===== config.mk =====
export PLATFORM = sky130hd
export DESIGN_NAME = msm_accumulator
export DESIGN_NICKNAME = d
export VERILOG_FILES = /design/src/rtl/msm_accumulator.sv
export SDC_FILE = /design/constraint.sdc
export NUM_CORES = 1
export LEC_CHECK = 0
export CAP_MARGIN = 20
export CORE_MARGIN = 10
export CORE_UTILIZATION = 35
export CTS_CLUSTER_DIAMETER = 50
export DETAILED_ROUTE_END_ITERATION = 8
export PLACE_DENSITY = 0.59
export SLEW_MARGIN = 20
export SYNTH_ARGS = -nofsm -noshare
export SYNTH_HDL_FRONTEND = slang
export SYNTH_SLANG_ARGS = --single-unit

===== constraint.sdc =====
create_clock -name i_clk -period 8 [get_ports i_clk]
set_clock_uncertainty 0.05 [all_clocks]
set_input_delay 0.8 -clock i_clk [delete_from_list [all_inputs] [get_ports i_clk]]
set_output_delay 0.8 -clock i_clk [all_outputs]
set_load 0.1 [all_outputs]

===== src/rtl/msm_accumulator.sv =====
// msm_accumulator: buffers finished k_i*P_i products in a small FIFO and folds
// them one by one into a running batch sum. The point addition is done by an
// external adder driven over a start/done handshake. At the end of a batch the
// total and term count are presented until the consumer takes them.
// Optional feature macro: MSM_ACC_DOUBLE_DETECT_EN flags equal operands so the
// adder wrapper can route them to the point doubler.

package msm_acc_pkg;
  localparam int COORD_W = 16;

  typedef struct packed {
    logic [COORD_W-1:0] x;
    logic [COORD_W-1:0] y;
  } curve_point_t;
endpackage

module msm_accumulator
  import msm_acc_pkg::*;
#(
  parameter int DEPTH = 4,
  parameter int CNT_W = 16
) (
  input  logic               i_clk,
  input  logic               i_rst,
  input  logic               i_in_valid,
  output logic               o_in_ready,
  input  curve_point_t       i_in_point,
  input  logic               i_in_last,
  output logic               o_add_start,
  output logic               o_add_double,
  output curve_point_t       o_add_a,
  output curve_point_t       o_add_b,
  input  logic               i_add_done,
  input  curve_point_t       i_add_sum,
  output logic               o_sum_valid,
  input  logic               i_sum_ready,
  output curve_point_t       o_sum_point,
  output logic [CNT_W-1:0]   o_sum_count
);

  localparam int AW = $clog2(DEPTH);

  typedef enum logic [1:0] {
    S_IDLE,
    S_ISSUE,
    S_WAIT,
    S_OUTPUT
  } state_t;

  state_t             r_state;
  curve_point_t       r_fifoPoint [DEPTH];
  logic               r_fifoLast  [DEPTH];
  logic [AW:0]        r_wrPtr;
  logic [AW:0]        r_rdPtr;
  curve_point_t       r_acc;
  logic               r_accEmpty;
  logic [CNT_W-1:0]   r_count;
  logic               r_last;
  logic               r_addStart;
  curve_point_t       r_addA;
  curve_point_t       r_addB;
  logic               r_sumValid;
  curve_point_t       r_sumPoint;
  logic [CNT_W-1:0]   r_sumCount;

  logic               w_empty;
  logic               w_full;
  logic               w_push;
  logic               w_pop;
  curve_point_t       w_headPoint;
  logic               w_headLast;

  // The extra wrap bit on each pointer separates full from empty when the
  // index bits match.
  assign w_empty     = (r_wrPtr == r_rdPtr);
  assign w_full      = (r_wrPtr[AW] != r_rdPtr[AW]) &&
                       (r_wrPtr[AW-1:0] == r_rdPtr[AW-1:0]);
  assign w_push      = i_in_valid && !w_full;
  assign w_pop       = (r_state == S_IDLE) && !w_empty;
  assign w_headPoint = r_fifoPoint[r_rdPtr[AW-1:0]];
  assign w_headLast  = r_fifoLast[r_rdPtr[AW-1:0]];

  assign o_in_ready  = !w_full;
  assign o_add_start = r_addStart;
  assign o_add_a     = r_addA;
  assign o_add_b     = r_addB;
  assign o_sum_valid = r_sumValid;
  assign o_sum_point = r_sumPoint;
  assign o_sum_count = r_sumCount;

  // FIFO storage: contents need no reset, emptiness lives in the pointers.
  always_ff @(posedge i_clk) begin
    if (w_push) begin
      r_fifoPoint[r_wrPtr[AW-1:0]] <= i_in_point;
      r_fifoLast[r_wrPtr[AW-1:0]]  <= i_in_last;
    end
  end

  // FIFO pointers: a push is refused whenever full, even if a pop happens in the same cycle.
  always_ff @(posedge i_clk or posedge i_rst) begin
    if (i_rst) begin
      r_wrPtr <= '0;
      r_rdPtr <= '0;
    end else begin
      if (w_push) r_wrPtr <= r_wrPtr + 1'b1;
      if (w_pop)  r_rdPtr <= r_rdPtr + 1'b1;
    end
  end

`ifdef MSM_ACC_DOUBLE_DETECT_EN
  logic r_dblPending;
  logic r_addDouble;
  assign o_add_double = r_addDouble;

  // Equality of accumulator and term is decided at pop time and released together with add_start.
  always_ff @(posedge i_clk or posedge i_rst) begin
    if (i_rst) begin
      r_dblPending <= 1'b0;
      r_addDouble  <= 1'b0;
    end else begin
      if (w_pop && !r_accEmpty) r_dblPending <= (r_acc == w_headPoint);
      if (r_state == S_ISSUE)   r_addDouble  <= r_dblPending;
      else                      r_addDouble  <= 1'b0;
    end
  end
`else
  assign o_add_double = 1'b0;
`endif

  // Batch sequencer: pops terms, launches the external adder, and holds the total until accepted.
  always_ff @(posedge i_clk or posedge i_rst) begin
    if (i_rst) begin
      r_state    <= S_IDLE;
      r_acc      <= '0;
      r_accEmpty <= 1'b1;
      r_count    <= '0;
      r_last     <= 1'b0;
      r_addStart <= 1'b0;
      r_addA     <= '0;
      r_addB     <= '0;
      r_sumValid <= 1'b0;
      r_sumPoint <= '0;
      r_sumCount <= '0;
    end else begin
      case (r_state)
        S_IDLE: begin
          if (!w_empty) begin
            r_count <= (r_count == '1) ? r_count : r_count + CNT_W'(1);
            r_last  <= w_headLast;
            if (r_accEmpty) begin
              r_acc      <= w_headPoint;
              r_accEmpty <= 1'b0;
              r_state    <= w_headLast ? S_OUTPUT : S_IDLE;
            end else begin
              r_addA  <= r_acc;
              r_addB  <= w_headPoint;
              r_state <= S_ISSUE;
            end
          end
        end
        S_ISSUE: begin
          r_addStart <= 1'b1;
          r_state    <= S_WAIT;
        end
        S_WAIT: begin
          r_addStart <= 1'b0;
          if (i_add_done && !r_addStart) begin
            r_acc   <= i_add_sum;
            r_state <= r_last ? S_OUTPUT : S_IDLE;
          end
        end
        S_OUTPUT: begin
          if (!r_sumValid) begin
            r_sumValid <= 1'b1;
            r_sumPoint <= r_acc;
            r_sumCount <= r_count;
          end else if (i_sum_ready) begin
            r_sumValid <= 1'b0;
            r_accEmpty <= 1'b1;
            r_count    <= '0;
            r_state    <= S_IDLE;
          end
        end
        default: r_state <= S_IDLE;
      endcase
    end
  end

endmodule

==> reports/metrics.cfg <==
[sta]
tns_ns = 0
hold_viol_final = 0
fmaxAchievable_ghz = 0.2458
worstMarginPinSlew_ns = 1.061
finalSetupViolations = 0
timing.final.crit_period_ns = 4.068
slew_headroom_pct = 29.02
grt_setup_unrepaired = no
drv_slew = 0
min_period_over_period_pct = 50.84

[setup_path]
endpoint_kind = output pin
r2r_slack_ns = 4.63
arrival_ns = 3.22
crit_type = reg2out
setup.worst_path.start = r_rdPtr[1]
critPathLaunchType = register
worstPathRequired_ns = 7.15
cp_max_fo = 37
crit-reg2reg-launch = r_rdPtr[1]

[floorplan]
dieArea_mm2 = 0.04336
ioPinCount = 186
die_w_um = 208.2
core_area_mm2 = 0.03471
die_y_um = 208.2
rows = 68
initial_core_util_pct = 35.72

[finish]
mostFrequentLayoutCells = clkdlybuf4s50_1, mux2_2, dfrtp_1
area.growth.synth_to_final_pct = 28.62
nets = 968
antenna_cells = 0
drive_above_1_share_pct = 32.42
multi_input_area_mm2 = 0.003862
final_common_cell = clkdlybuf4s50_1
ff_latch_area_mm2 = 0.008272
fillers = 3049
utilization_pct = 45.94

[min_path]
worstHoldStart = o_sum_point[24]
hp-class = reg2reg

[clocking]
clock-sinks = 304
post_cts_buffers = 0
cts-root-buf = clkbuf_16
clockBufferDepth = 3
clock_latency_ns = 0.51
cts_buffers = 38
clkTransAtPathRegs_ns = 0.05
cts_tree = done
cts_resized = 0
ctsHoldBuffers = 0
htree_levels = 2

[global_route]
overflow = 0
grt_start_max_net_pins = 93
grt_util_all_layers_pct = 13.06
grt_pass1_wl_um = 45200
grt_pass1_vias = 7256
grt_antenna_before_repair = 1

[routing]
drt_pass1_iterations = 4
drtAntennaViolNets = 0
drcViolationCount = 0
finalWirelength_um = 28700
routedWlPerCell_um = 20.93
drt_iter0_drc = 302
dr_total_vias = 6741
viasPerCell = 4.917

[logic_synthesis]
ys_async_sr_fraction_pct = 56.58
synth_ff_type = dfrtp_1
yosysSeqAreaShare_pct = 66.69
synth_edf_count = 132
synth_seq_cells = 304
yosysWarnings = 0
yosysUniqueCellTypes = 59
syn-instance-count = 693
synthesis.area_mm2 = 0.01240
syn-num-nets = 774
syn_area_per_cell_um2 = 17.89

[placement]
routabilityCongestion = 0.7484
portBuffers = 184
dpl.hpwl_um = 18590

[flow_run]
maxCapViolations = 0

[outcome]
status = finished clean

==> layer usage <==
layer	GRT usage [%]	vias to the layer above	wire, um
met5	0	-	13
li1	-	3071	-
met4	3.512	2	486
met1	17.01	3483	12900
met3	3.400	45	1407
met2	21.10	140	13890
==> stage by stage <==
step	std cells	instance area, um^2	hold WS [ns]	setup slack (ns)
2_1_floorplan	693	12400	0.4254	2.492
3_3_place_gp	1302	14640	0.4388	4.394
3_5_place_dp	1302	14640	0.4448	4.411
4_1_cts	1371	15940	0.4575	3.849
5_1_grt	1371	15950	0.4655	3.745
6_report	1371	15950	0.4518	3.932
==> final cells by class <==
class	count	share of cell area [%]
sequential	304	51.87
multi-input combinational	341	24.22
timing repair buffer	190	11.85
clock buffer	56	7.045
tap	455	3.570
clock inverter	13	1.130
inverter	12	0.3138
==> flip-flops by register name, indices dropped and copies added, names as in the netlist, 2 cells and up <==
name         cells
r_wrPtr          3
r_acc           32
o_add_a         32
r_count         16
o_sum_point     32
r_rdPtr          3
r_state          2
o_add_b         32
r_fifoLast       4
o_sum_count     16
r_fifoPoint    128
==> path summary, 6_finish.rpt <==
| kind | end | cells past startpoint |
|---|---|---|
| max in group asynchronous | o_add_b[24] | 3 |
| min in group asynchronous | o_sum_point[7] | 2 |
| setup reg to reg | o_add_a[17] | 5 |
| hold reg to reg | o_sum_point[24] | 1 |
| setup / recovery | o_in_ready | 3 |
| hold / removal | o_sum_point[24] | 1 |
==> critical path, cell delays in order (launching register included) <==
cell and delay (ns):
dfrtp_2 0.98, xnor2_1 0.32, nand3_1 0.23, clkdlybuf4s50_1 1.16
==> Yosys cell counts, drive strengths merged (2+ instances only) <==
| cell | instances | area share, % |
|---|---|---|
| mux2i | 2 | 0.16 |
| o31ai | 8 | 0.60 |
| or2 | 2 | 0.10 |
| nand2 | 6 | 0.18 |
| xor2 | 5 | 0.50 |
| o311ai | 6 | 0.48 |
| nor2b | 2 | 0.10 |
| and2 | 5 | 0.25 |
| inv | 12 | 0.36 |
| a21o | 2 | 0.12 |
| nand4 | 10 | 0.50 |
| ha | 11 | 1.1 |
| o21ai | 6 | 0.27 |
| mux4 | 33 | 6.1 |
| nor2 | 4 | 0.27 |
| and4 | 2 | 0.14 |
| a21oi | 4 | 0.16 |
| clkbuf | 13 | 0.39 |
| xnor2 | 5 | 0.35 |
| o21a | 2 | 0.12 |
| o41ai | 3 | 0.36 |
| and3 | 6 | 0.30 |
| mux2 | 180 | 17 |
| nand3 | 5 | 0.20 |
| dfrtp | 171 | 35 |
| or3 | 2 | 0.10 |
| buf | 23 | 1.6 |
| a41oi | 4 | 0.28 |
| a31oi | 12 | 0.61 |
| edfxtp | 132 | 32 |
==> kinds of logic after synthesis <==
family                   share of synthesized area [%]
flip-flops                                       66.69
multiplexers                                     22.74
AO/OA/AOI/OAI                                    3.552
AND/OR/NAND/NOR                                  2.674
buffers and inverters                            2.341
adder cells (fa/ha/maj)                          1.110
XOR/XNOR                                        0.8577
other                                          0.03024
Power is left out: the tool's default activity adds up to more than one toggle a clock period on the data nets, which glitch-free logic cannot reach.
